--- config.mk ---
export PLATFORM = sky130hd
export DESIGN_NAME = cpu_run_ctrl
export DESIGN_NICKNAME = d
export VERILOG_FILES = /design/src/rtl/cpu_run_ctrl.sv
export SDC_FILE = /design/constraint.sdc
export NUM_CORES = 1
export LEC_CHECK = 0
export BUFFER_PORTS_ARGS = -buffer_cell sky130_fd_sc_hd__buf_2
export CELL_PAD_IN_SITES_DETAIL_PLACEMENT = 0
export CELL_PAD_IN_SITES_GLOBAL_PLACEMENT = 1
export CORE_MARGIN = 3
export CORE_UTILIZATION = 38
export DETAILED_ROUTE_END_ITERATION = 6
export PLACE_DENSITY_LB_ADDON = 0.1
export REMOVE_ABC_BUFFERS = 1
export SYNTH_ARGS = -nofsm -noshare
export SYNTH_HDL_FRONTEND = slang
export SYNTH_SLANG_ARGS = --single-unit
--- constraint.sdc ---
create_clock -name clk -period 5.4 [get_ports clk]
set_clock_uncertainty 0.15 [all_clocks]
set_input_delay 0.27 -clock clk [delete_from_list [all_inputs] [get_ports clk]]
set_output_delay 0.27 -clock clk [all_outputs]
set_load 0.05 [all_outputs]
--- src/rtl/cpu_run_ctrl.sv ---
// Run controller for the pipelined core: streams a program into instruction
// memory, holds enable for a latched cycle count, then dumps all of data memory.
module cpu_run_ctrl #(
  parameter int IMEM_DEPTH = 128,
  parameter int DMEM_DEPTH = 128,
  parameter int CNT_W      = 32
) (
  input  logic                          clk,
  input  logic                          arst_n,
  input  logic                          start,
  input  logic                          abort,
  input  logic [CNT_W-1:0]              run_cycles,
  input  logic                          ld_valid,
  output logic                          ld_ready,
  input  logic [31:0]                   ld_data,
  input  logic                          ld_last,
  output logic                          enable,
  output logic [63:0]                   addr_ext,
  output logic                          wen_ext,
  output logic                          ren_ext,
  output logic [31:0]                   wdata_ext,
  output logic [63:0]                   addr_ext_2,
  output logic                          wen_ext_2,
  output logic                          ren_ext_2,
  input  logic [63:0]                   rdata_ext_2,
  output logic                          dump_valid,
  input  logic                          dump_ready,
  output logic [63:0]                   dump_data,
  output logic [$clog2(DMEM_DEPTH)-1:0] dump_idx,
  output logic                          busy,
  output logic                          done
);

  localparam int IW = $clog2(IMEM_DEPTH);
  localparam int DW = $clog2(DMEM_DEPTH);

  typedef enum logic [2:0] {
    S_IDLE,
    S_LOAD,
    S_RUN,
    S_DUMP_RD,
    S_DUMP_WAIT,
    S_DUMP_OUT,
    S_DONE
  } state_t;

  state_t state_reg, state_next;

  logic [IW-1:0]    widx_reg, widx_next;
  logic [DW-1:0]    didx_reg, didx_next;
  logic [CNT_W-1:0] cnt_reg, cnt_next, cnt_inc;
  logic [CNT_W-1:0] rc_reg, rc_next;

  logic             ld_ready_reg, ld_ready_next;
  logic             enable_reg, enable_next;
  logic [63:0]      addr_ext_reg, addr_ext_next;
  logic             wen_ext_reg, wen_ext_next;
  logic [31:0]      wdata_ext_reg, wdata_ext_next;
  logic [63:0]      addr_ext_2_reg, addr_ext_2_next;
  logic             ren_ext_2_reg, ren_ext_2_next;
  logic             dump_valid_reg, dump_valid_next;
  logic [63:0]      dump_data_reg, dump_data_next;
  logic [DW-1:0]    dump_idx_reg, dump_idx_next;
  logic             busy_reg, busy_next;
  logic             done_reg, done_next;

  logic start_ok;
  logic ld_hs;
  logic ld_end;
  logic run_end;
  logic dump_hs;

  assign start_ok = start && !abort && (state_reg == S_IDLE || state_reg == S_DONE);
  assign ld_hs    = (state_reg == S_LOAD) && ld_valid && ld_ready_reg;
  assign ld_end   = ld_hs && (ld_last || widx_reg == IW'(IMEM_DEPTH - 1));
  assign dump_hs  = (state_reg == S_DUMP_OUT) && dump_valid_reg && dump_ready;

  // Counter holds the number of RUN cycles already completed, so the current
  // cycle is the last one when the incremented value reaches the target.
  assign cnt_inc = (cnt_reg == {CNT_W{1'b1}}) ? cnt_reg : cnt_reg + 1'b1;
  assign run_end = (cnt_inc == rc_reg);

  always_ff @(posedge clk or negedge arst_n) begin
    if (!arst_n) begin
      state_reg <= S_IDLE;
    end else begin
      state_reg <= state_next;
    end
  end

  always_comb begin
    state_next = state_reg;
    if (abort) begin
      state_next = S_IDLE;
    end else begin
      unique case (state_reg)
        S_IDLE, S_DONE: begin
          if (start) state_next = S_LOAD;
        end
        S_LOAD: begin
          if (ld_end) state_next = (rc_reg == '0) ? S_DUMP_RD : S_RUN;
        end
        S_RUN: begin
          if (run_end) state_next = S_DUMP_RD;
        end
        S_DUMP_RD:   state_next = S_DUMP_WAIT;
        S_DUMP_WAIT: state_next = S_DUMP_OUT;
        S_DUMP_OUT: begin
          if (dump_hs) state_next = (didx_reg == DW'(DMEM_DEPTH - 1)) ? S_DONE : S_DUMP_RD;
        end
        default: state_next = S_IDLE;
      endcase
    end
  end

  always_comb begin
    widx_next = widx_reg;
    didx_next = didx_reg;
    cnt_next  = cnt_reg;
    rc_next   = rc_reg;
    if (start_ok) begin
      widx_next = '0;
      didx_next = '0;
      cnt_next  = '0;
      rc_next   = run_cycles;
    end else begin
      if (ld_hs) widx_next = widx_reg + 1'b1;
      if (state_reg == S_RUN) cnt_next = cnt_inc;
      if (dump_hs) didx_next = didx_reg + 1'b1;
    end
  end

  // Outputs are derived from the upcoming state so every port is a flop.
  always_comb begin
    enable_next     = (state_next == S_RUN);
    ld_ready_next   = (state_next == S_LOAD) && !ld_hs;
    wen_ext_next    = ld_hs && !abort;
    addr_ext_next   = addr_ext_reg;
    wdata_ext_next  = wdata_ext_reg;
    if (ld_hs) begin
      addr_ext_next  = 64'(widx_reg) << 2;
      wdata_ext_next = ld_data;
    end
    ren_ext_2_next  = (state_next == S_DUMP_RD);
    addr_ext_2_next = addr_ext_2_reg;
    if (state_next == S_DUMP_RD) addr_ext_2_next = 64'(didx_next) << 3;
    dump_valid_next = (state_next == S_DUMP_OUT);
    dump_data_next  = dump_data_reg;
    dump_idx_next   = dump_idx_reg;
    if (state_reg == S_DUMP_WAIT) begin
      dump_data_next = rdata_ext_2;
      dump_idx_next  = didx_reg;
    end
    busy_next = !(state_next inside {S_IDLE, S_DONE});
    done_next = (state_next == S_DONE);
  end

  always_ff @(posedge clk or negedge arst_n) begin
    if (!arst_n) begin
      widx_reg       <= '0;
      didx_reg       <= '0;
      cnt_reg        <= '0;
      rc_reg         <= '0;
      ld_ready_reg   <= 1'b0;
      enable_reg     <= 1'b0;
      addr_ext_reg   <= '0;
      wen_ext_reg    <= 1'b0;
      wdata_ext_reg  <= '0;
      addr_ext_2_reg <= '0;
      ren_ext_2_reg  <= 1'b0;
      dump_valid_reg <= 1'b0;
      dump_data_reg  <= '0;
      dump_idx_reg   <= '0;
      busy_reg       <= 1'b0;
      done_reg       <= 1'b0;
    end else begin
      widx_reg       <= widx_next;
      didx_reg       <= didx_next;
      cnt_reg        <= cnt_next;
      rc_reg         <= rc_next;
      ld_ready_reg   <= ld_ready_next;
      enable_reg     <= enable_next;
      addr_ext_reg   <= addr_ext_next;
      wen_ext_reg    <= wen_ext_next;
      wdata_ext_reg  <= wdata_ext_next;
      addr_ext_2_reg <= addr_ext_2_next;
      ren_ext_2_reg  <= ren_ext_2_next;
      dump_valid_reg <= dump_valid_next;
      dump_data_reg  <= dump_data_next;
      dump_idx_reg   <= dump_idx_next;
      busy_reg       <= busy_next;
      done_reg       <= done_next;
    end
  end

  assign ld_ready   = ld_ready_reg;
  assign enable     = enable_reg;
  assign addr_ext   = addr_ext_reg;
  assign wen_ext    = wen_ext_reg;
  assign ren_ext    = 1'b0;
  assign wdata_ext  = wdata_ext_reg;
  assign addr_ext_2 = addr_ext_2_reg;
  assign wen_ext_2  = 1'b0;
  assign ren_ext_2  = ren_ext_2_reg;
  assign dump_valid = dump_valid_reg;
  assign dump_data  = dump_data_reg;
  assign dump_idx   = dump_idx_reg;
  assign busy       = busy_reg;
  assign done       = done_reg;

endmodule

==> results of run 1 <==
routing by layer:
| layer | track usage [%] | vias up | part of all wire, % |
|---|---|---|---|
| met5 | 0 | - | 0 |
| met4 | 5.63 | 0 | 2.8 |
| met3 | 3.10 | 52 | 6.1 |
| met2 | 32.0 | 345 | 47 |
| met1 | 27.2 | 4248 | 44 |
| li1 | - | 4214 | - |
cell usage in the layout, fill, tap and decap left out, types with 6 or more instances in the layout:
cell type      count
xnor2_1           22
and2_1            11
or4_1              8
and4_1             9
nand3_1           31
clkinv_2           8
or2_2              6
inv_1             15
conb_1           116
nand4_1           26
clkbuf_16         25
a311oi_1          12
or3_1              6
mux2_2           110
nor4_1            15
buf_2            257
a31oi_1           12
mux2i_1            8
nor3_1            11
nand2_1          132
a21oi_1           31
nor2_1            53
buf_4             17
o21ai_0           23
dfrtp_1          205
xor2_1            18
dlygate4sd3_1    130
and3_1             7
final timing paths:
kind | start | endpoint | cells past startpoint
max | cnt_reg[24] | addr_ext_2[4] | 9
min in group asynchronous | arst_n | dump_data[62] | 2
max in group asynchronous | arst_n | cnt_reg[12] | 3
min reg2reg | addr_ext[5] | addr_ext[5] | 1
max reg2reg | cnt_reg[24] | addr_ext_2[4] | 9
min | ld_valid | wen_ext | 3
synth_stat cells (18+ instances only):
library cell	count	area share, %
a21oi_1	31	1.4
buf_4	118	8.2
clkbuf_1	48	1.7
dfrtp_1	205	48
mux2_2	110	11
nand2_1	132	4.6
nand3_1	31	1.4
nand4_1	26	1.5
nor2_1	54	1.9
o21ai_0	23	1.1
xnor2_1	22	1.8
xor2_1	18	1.5
logic make-up (layout without fill, tap and decap cells):
logic type / Yosys count / count (layout) / synth area share [%]
buffers and inverters: 191 / 467 / 10.8
DFF: 205 / 205 / 47.6
muxes: 118 / 118 / 12.2
xor gates and xnor gates: 41 / 41 / 3.47
AOI/OAI and AO/OA: 146 / 146 / 9.84
adders and majority gates: 4 / 4 / 0.441
other: 1 / 116 / 0.0348
and+or+nand+nor: 336 / 336 / 15.5
critical path, delay by kind of cell (launching register included):
family / cells / cell delay [ns]
AND/OR/NAND/NOR: 6 / 3.01
AO/OA/AOI/OAI: 3 / 0.88
flip-flops: 1 / 0.52
per-stage QoR:
stage	instances	hold WS, ns	setup TNS, ns
floorplan	981	-0.176	-68.32
global placement	1635	0.232	0
detailed placement	1635	0.228	0
CTS	1811	0.00326	0
global route	1811	0.0296	0
finish	1811	0.0182	0
power by group:
part           switching (mW)  internal [mW]  total, mW
clock                   0.661           1.10       1.76
sequential              0.183           1.79       1.97
combinational            1.23          0.465       1.69
total                    2.07           3.35       5.42
what timing repair did:
item / 4_1_cts / 5_1_grt
resized for setup: 0 / 0
hold endpoints to repair: 222 / 0
hold buffers: 130 / 0
setup buffers: 0 / 0
cell type report:
| class | count | area (um2) |
|---|---|---|
| Multi-Input combinational cell | 761 | 4920 |
| Tap cell | 378 | 473 |
| Clock inverter | 15 | 185 |
| Clock buffer | 31 | 688 |
| Sequential cell | 205 | 5130 |
| Fill cell | 2566 | 13700 |
| Timing Repair Buffer | 406 | 2750 |
| Inverter | 15 | 56.3 |
==> out/results.ini, run 1 <==
[floorplanning]
core_region_area_mm2 = 0.0279
die_x_um = 174
start_util_pct = 38.7
dieArea_mm2 = 0.0304
rows = 61
top_level_ports = 375
die_h_um = 174

[run_status]
status = complete, no violations

[synthesis]
async_flop_share_pct = 100
synth_cell_types = 70
synth_cells = 1042
ys_seq_area_share_pct = 47.6
syn-cell-area_mm2 = 0.0108
synth_edf_count = 0
synth_flop_cell = dfrtp_1
yosysWarnings = 0
syn_avg_cell_area_um2 = 10.3
ys_ff_latch = 205

[drt]
avgRoutedWirePerCell_um = 17.3
drc_errors = 0
firstDrtPassIters = 5
routed_wl_um = 31400
drt_iter0_markers = 538
vias = 8859
ant_nets = 0
drt-vias-per-instance = 4.89

[setup_path]
cp_max_fo = 11
crit_type = reg -> reg
crit_top_cell = or4_1
crit_arrival_ns = 4.94
crit_path_top_delay_cell = or4_1
required_ns = 5.66
cp_slowest_stage_delay_ns = 0.74
r2r_slack_ns = 0.72
crit_chain = nand4_1 > or4_1 > nor4_2 > a21oi_1 > or4_1 > or4_1 > or4_1 > o31a_1 > o41ai_2
worstSetupStartpointType = flip-flop
critPathCaptureType = flip-flop

[global_route]
overflow = 0
grt_max_degree = 118
antenna_found_initial = 0
grt_util_all_layers_pct = 19.6
grt_pass1_vias = 8615
grt_pass1_wl_um = 48500

[timing]
slew_violations = 0
max_freq_mhz = 213
worst_slack_ns = 0.715
fin_crit_ns = 4.68
tightest_slew_ns = 0.981
fin_crit_sh_pct = 86.8
slew-limit-headroom_pct = 32.9
hold_viol_final = 0
rsz0062_at_grt = false
setup_violations = 0

[layout]
antennaDiodeCount = 0
fin_area_mm2 = 0.0142
fin_nets = 1552
drive_above_1_share_pct = 31.9
synthToLayoutAreaGrowth_pct = 31.8
largest_register_ffs = 64
fin_util_pct = 51.0

[cts]
ctsRootBufferMaster = clkbuf_16
cts.sinks = 205
clockBufferDepth = 3
cts_max_level = 1
cts_made_buffers = 25
clk_pin_slew_ns = 0.06
worstSkewPairLatency_ns = 0.52
cts_tree = built

[power_and_ir_drop]
peakVddDrop_mv = 0.198
finalPower_mw = 5.42
power_density_mw_per_mm2 = 382
power.leakage_nw = 6.88

[run]
drv_cap = 0

[hold_path]
hold_path.class = in -> reg

[placement]
io_buffers = 258
place_area_mm2 = 0.0120
pre_cts_ws_ns = 0.720
dp_hpwl_um = 21400
gp_congestion = 0.848

(Power assumes the default switching activity.)
==> inputs of run 2 (changes only) <==
Settings changed: CORE_UTILIZATION 38 to 34.
==> run 2 against run 1 <==
Net effect:
- worst setup slack got worse by 0.16 ns
- global-route usage fell by 1.6 points
- core utilization down 5.0 points
- largest power group unchanged
==> out/results.ini, run 2 (synthesized netlist as in run 1, its figures left out) <==
[cts]
clockBufferDepth = 3  ; unchanged
clk_pin_slew_ns = 0.06  ; about the same
worstSkewPairLatency_ns = 0.53  ; about the same
cts_made_buffers = 25  ; unchanged
cts_max_level = 1  ; unchanged
cts_tree = built
ctsRootBufferMaster = clkbuf_16
cts.sinks = 205  ; unchanged

[setup_path]
critPathCaptureType = flip-flop
r2r_slack_ns = 0.55  ; -0.16 ns
crit_cells = 11  ; +2
startpoint = cnt_reg[0]
crit_top_cell = or4_1
crit_chain = ha_1 > nand3_1 > or4_1 > nor3_1 > buf_4 > nor2_1 > o2111ai_1 > a221o_1 > or4_1 > o31a_1 > o41ai_2
crit_path_top_delay_cell = nor2_1
timing.rr.end = addr_ext_2[3]
cp_slowest_stage_delay_ns = 0.86  ; +0.12 ns
rr_startpoint = cnt_reg[0]
crit_buf_inv = 1  ; +1
rr_worst_depth = 11  ; +2
crit_arrival_ns = 5.13  ; +0.19 ns
worstSetupStartpointType = flip-flop
required_ns = 5.68  ; +0.02 ns
cp_top_family = simple AND/OR/NAND/NOR gates
crit_end = addr_ext_2[3]
crit_type = reg -> reg
cp_max_fo = 17  ; +6

[run_status]
status = complete, no violations

[layout]
drive_above_1_share_pct = 31.6  ; -0.26 points
fin_area_mm2 = 0.0142  ; about the same
largest_register_ffs = 64  ; unchanged
antennaDiodeCount = 0  ; unchanged
fin_nets = 1555  ; +0.19%
final_common_cell = buf_2
synthToLayoutAreaGrowth_pct = 31.8  ; about the same
layout_common_cells = 257 x buf_2, 205 x dfrtp_1, 132 x nand2_1

[drt]
vias = 8799  ; -0.68%
routed_wl_um = 32500  ; +3.5%
ant_nets = 0  ; unchanged
drt-vias-per-instance = 4.81  ; -1.6%
firstDrtPassIters = 5  ; unchanged
drt_iter0_markers = 459  ; -15%
drc_errors = 0  ; unchanged
avgRoutedWirePerCell_um = 17.8  ; +2.5%

[power_and_ir_drop]
switchingPower_mw = 2.07  ; -0.25%
power_density_mw_per_mm2 = 377  ; -1.1%
p_comb_share_pct = 31.6  ; +0.4 points
power.leakage_nw = 6.87  ; -0.22%
p_int_mw = 3.29  ; -1.7%
p_sw_share_pct = 38.6  ; +0.34 points
p_clk_share_pct = 31.7  ; -0.7 points
finalPower_mw = 5.36  ; -1.1%
peakVddDrop_mv = 0.243  ; +22%
pwr-share-seq_pct = 36.7  ; +0.3 points

[run]
drv_cap = 0  ; unchanged

[floorplanning]
top_level_ports = 375  ; unchanged
rows = 64  ; +4.9%
die_x_um = 184  ; +5.5%
dieArea_mm2 = 0.0339  ; +11%
die_h_um = 184  ; +5.5%
core_region_area_mm2 = 0.0309  ; +11%
start_util_pct = 34.9  ; -3.8 points

[global_route]
grt_max_degree = 99  ; -16%
antenna_found_initial = 0  ; unchanged
grt_util_all_layers_pct = 18.1  ; -1.6 points
overflow = 0  ; unchanged
grt_pass1_vias = 8534  ; -0.94%
grt_pass1_wl_um = 48900  ; +0.88%

[placement]
gp_congestion = 0.867  ; +2.2%
dp_hpwl_um = 22700  ; +6.0%
io_buffers = 258  ; unchanged
place_area_mm2 = 0.0121  ; +0.21%

[timing]
tightest_slew_ns = 1.16  ; +0.184 ns
setup_violations = 0  ; unchanged
max_freq_mhz = 206  ; -3.4%
hold_viol_final = 0  ; unchanged
rsz0062_at_grt = false
fin_tns_setup_ns = 0  ; unchanged
slew_violations = 0  ; unchanged
slew-limit-headroom_pct = 20.3  ; -13 points
fin_crit_sh_pct = 89.8  ; +3.0 points
fin_crit_ns = 4.85  ; +0.164 ns

[hold_path]
hold_path.class = in -> reg

run 2: changes by cell type in the layout (fill, tap and decap cells not counted), sizes merged:
cell / delta
clkinv: -7
clkbuf: +5
buf: +2
bufinv: -2
dlygate4sd3: +1
run 2: how the worst min path moves through the flow:
stage | from | end | depth (start not counted)
3_3_place_gp | arst_n | dump_data[62] | 1
5_1_grt | dump_ready | dump_valid | 5
3_5_place_dp | arst_n | dump_data[62] | 1
4_1_cts | dump_ready | dump_valid | 5
6_report | dump_ready | dump_valid | 5
2_1_floorplan | arst_n | addr_ext[2] | 0
run 2: per-stage QoR:
step,util [%],instances,worst slack (ns),hold WS [ns]
2_1_floorplan,-,981,-0.962,-0.176
3_3_place_gp,39.0,1655,0.757,0.274
3_5_place_dp,39.0,1655,0.627,0.259
4_1_cts,45.9,1828,0.614,0.0522
5_1_grt,45.9,1828,0.368,0.122
6_report,45.9,1828,0.551,0.0922
run 2: timing repair:
action / in CTS / in global routing
hold buffers: 131 / 0
hold endpoints to repair: 230 / 0
buffers inserted: 0 / 0
resized for setup: 0 / 0
run 2: metal layers:
metal / wire length [um] / global-route usage, % / vias up
li1: - / - / 4229
met1: 14400 / 24.4 / 4217
met2: 15300 / 30.3 / 301
met3: 1920 / 2.85 / 52
met4: 801 / 4.78 / 0
met5: 0 / 0 / -
run 2: worst register-to-register path, cell delays in order (launching register included):
cell,delay (ns)
dfrtp_1,0.47
ha_1,0.30
nand3_1,0.14
or4_1,0.27
nor3_1,0.14
buf_4,0.25
nor2_1,0.87
o2111ai_1,0.24
a221o_1,0.38
or4_1,0.70
o31a_1,0.52
o41ai_2,0.33
run 2: area by class of cell:
type	count	area [um2]
Timing Repair Buffer	409	2760
Tap cell	396	495
Multi-Input combinational cell	761	4920
Clock inverter	6	97.6
Inverter	15	56.3
Clock buffer	36	737
Sequential cell	205	5130
Fill cell	2961	16700
run 2: power by group through the flow:
stage	sequential (mW)	clock [mW]	combinational [mW]
after global routing	2.00	1.82	1.78
after detailed placement	1.99	0	1.63
final	1.97	1.70	1.69
after global placement	1.99	0	1.63
after CTS	1.97	1.76	1.71
after floorplan	2.67	0	0.505
==> inputs of run 3 (changes only) <==
Settings changed: CELL_PAD_IN_SITES_DETAIL_PLACEMENT 0 to default, CELL_PAD_IN_SITES_GLOBAL_PLACEMENT 1 to default, PLACE_DENSITY_LB_ADDON 0.1 to default.
==> run 3 against run 2 <==
Net effect:
- register-to-register slack better by 0.11 ns
- non-clock buffer count down 4
- critical endpoint unchanged
- first-iteration DRC count up 55%
- cell count down 0.33%
- maximum frequency up 2.3%
- total power down 3.4%
- clock-buffer cell count down 3
- sequential share of layout area up 0.34 points
- design area down 0.93%
==> out/results.ini, run 3 (synthesized netlist as in run 1, its figures left out) <==
[run_status]
status = complete, no violations

[layout]
layout_common_cells = 257 x buf_2, 205 x dfrtp_1, 132 x nand2_1
fin_util_pct = 45.5  ; -0.43 points
final_common_cell = buf_2
largest_register_ffs = 64  ; unchanged
fin_nets = 1549  ; -0.39%
drive_above_1_share_pct = 31.2  ; -0.43 points
fin_area_mm2 = 0.0141  ; -0.93%
synthToLayoutAreaGrowth_pct = 30.6
antennaDiodeCount = 0  ; unchanged
finalNonFillerCells = 1822  ; -0.33%

[timing]
fin_crit_ns = 4.74  ; -0.109 ns
tightest_slew_ns = 0.919  ; -0.246 ns
fin_crit_sh_pct = 87.8  ; -2.0 points
rsz0062_at_grt = false
hold_viol_final = 0  ; unchanged
fin_hold_ws_ns = 0.0385  ; -0.0537 ns
fin_tns_setup_ns = 0  ; unchanged
setup_violations = 0  ; unchanged
slew-limit-headroom_pct = 38.7  ; +18 points
slew_violations = 0  ; unchanged
max_freq_mhz = 211  ; +2.3%
worst_slack_ns = 0.660  ; +0.109 ns

[global_route]
grt_util_all_layers_pct = 17.0  ; -1.1 points
overflow = 0  ; unchanged
antenna_found_initial = 0  ; unchanged
grt_max_degree = 113  ; +14%
grt_use_met1_pct = 23.1  ; -1.3 points
grt_pass1_wl_um = 46800  ; -4.4%
met2_usage_pct = 27.9  ; -2.4 points
gr-max-usage-layer = met2
grt_pass1_vias = 8587  ; +0.62%
grt_use_met3_pct = 2.75  ; -0.099 points

[floorplanning]
core_region_area_mm2 = 0.0309  ; unchanged
top_level_ports = 375  ; unchanged
rows = 64  ; unchanged
dieArea_mm2 = 0.0339  ; unchanged
start_util_pct = 34.9  ; unchanged
die_h_um = 184  ; unchanged
die_x_um = 184  ; unchanged

[placement]
dp_cells = 1652  ; -0.18%
place_area_mm2 = 0.0120  ; -0.19%
io_buffers = 258  ; unchanged
pre_cts_ws_ns = 0.697  ; +0.0704 ns
gp_congestion = 0.952  ; +9.8%
dp_hpwl_um = 21000  ; -7.4%

[cts]
ctsRootBufferMaster = clkbuf_16
cts_made_buffers = 23  ; -8.0%
cts.sinks = 205  ; unchanged
clk_pin_slew_ns = 0.06  ; about the same
clockBufferDepth = 3  ; unchanged
cts_tree = built
cts_max_level = 1  ; unchanged
worstSkewPairLatency_ns = 0.50  ; -0.03 ns

[hold_path]
hold_path.class = in -> reg

[power_and_ir_drop]
peakVddDrop_mv = 0.313  ; +29%
power.leakage_nw = 6.79  ; -1.1%
power_density_mw_per_mm2 = 368  ; -2.5%
finalPower_mw = 5.17  ; -3.4%

[setup_path]
crit_arrival_ns = 4.99  ; -0.14 ns
critPathCaptureType = flip-flop
worstSetupStartpointType = flip-flop
required_ns = 5.65  ; -0.03 ns
crit_type = reg -> reg
cp_max_fo = 11  ; -6

[drt]
drt_iter0_markers = 713  ; +55%
drt-vias-per-instance = 4.89  ; +1.6%
ant_nets = 0  ; unchanged
avgRoutedWirePerCell_um = 16.6  ; -6.4%
routed_wl_um = 30300  ; -6.7%
vias = 8909  ; +1.3%
firstDrtPassIters = 5  ; unchanged
drc_errors = 0  ; unchanged

[run]
drv_cap = 0  ; unchanged

run 3: changes by cell type in the layout (fill, tap and decap cells not counted), moves of 2 or more:
cell       before  now
buf_4          20   17
clkbuf_16      25   23
clkbuf_8        8    4
clkbuf_1        4    7
run 3: metal layers:
metal	part of all wire, %	vias to the layer above
met5	0	-
met4	3.1	0
met1	43	4254
met3	6.9	62
li1	-	4208
met2	47	385
run 3: worst paths after layout:
kind | from | end | slack [ns] | cells past startpoint
max in group asynchronous | arst_n | rc_reg[1] | 3.59 | 3
min reg2reg | wdata_ext[2] | wdata_ext[2] | 0.35 | 1
min | ld_valid | wen_ext | 0.04 | 3
max reg2reg | cnt_reg[24] | addr_ext_2[3] | 0.66 | 9
max | cnt_reg[24] | addr_ext_2[3] | 0.66 | 9
min in group asynchronous | arst_n | dump_data[3] | 0.25 | 2
run 3: worst max-delay path, cell delays in order, from the launching register on:
cell and delay [ns]:
dfrtp_1 0.52, nand4_1 0.30, or4_1 0.76, nor4_2 0.29
a21oi_1 0.08, or4_1 0.51, or4_1 0.55, or4_1 0.66
o31a_1 0.50, o41ai_2 0.32
run 3: area by class of cell:
| cell class | instances | area, um2 |
|---|---|---|
| Clock inverter | 7 | 91.3 |
| Multi-Input combinational cell | 761 | 4920 |
| Clock buffer | 33 | 643 |
| Fill cell | 2866 | 16800 |
| Sequential cell | 205 | 5130 |
| Timing Repair Buffer | 405 | 2730 |
| Tap cell | 396 | 495 |
| Inverter | 15 | 56.3 |
run 3: repair_timing:
action                    CTS  global route
gates resized for setup     0             0
buffers inserted            0             0
hold buffers              130             0
hold endpoints to repair  240             0
run 3: power breakdown:
group	switching, mW	internal, mW	leakage, nW
Sequential	0.188	1.79	2.69
Combinational	1.22	0.462	3.74
Clock	0.599	0.921	0.358
Total	2.00	3.17	6.79
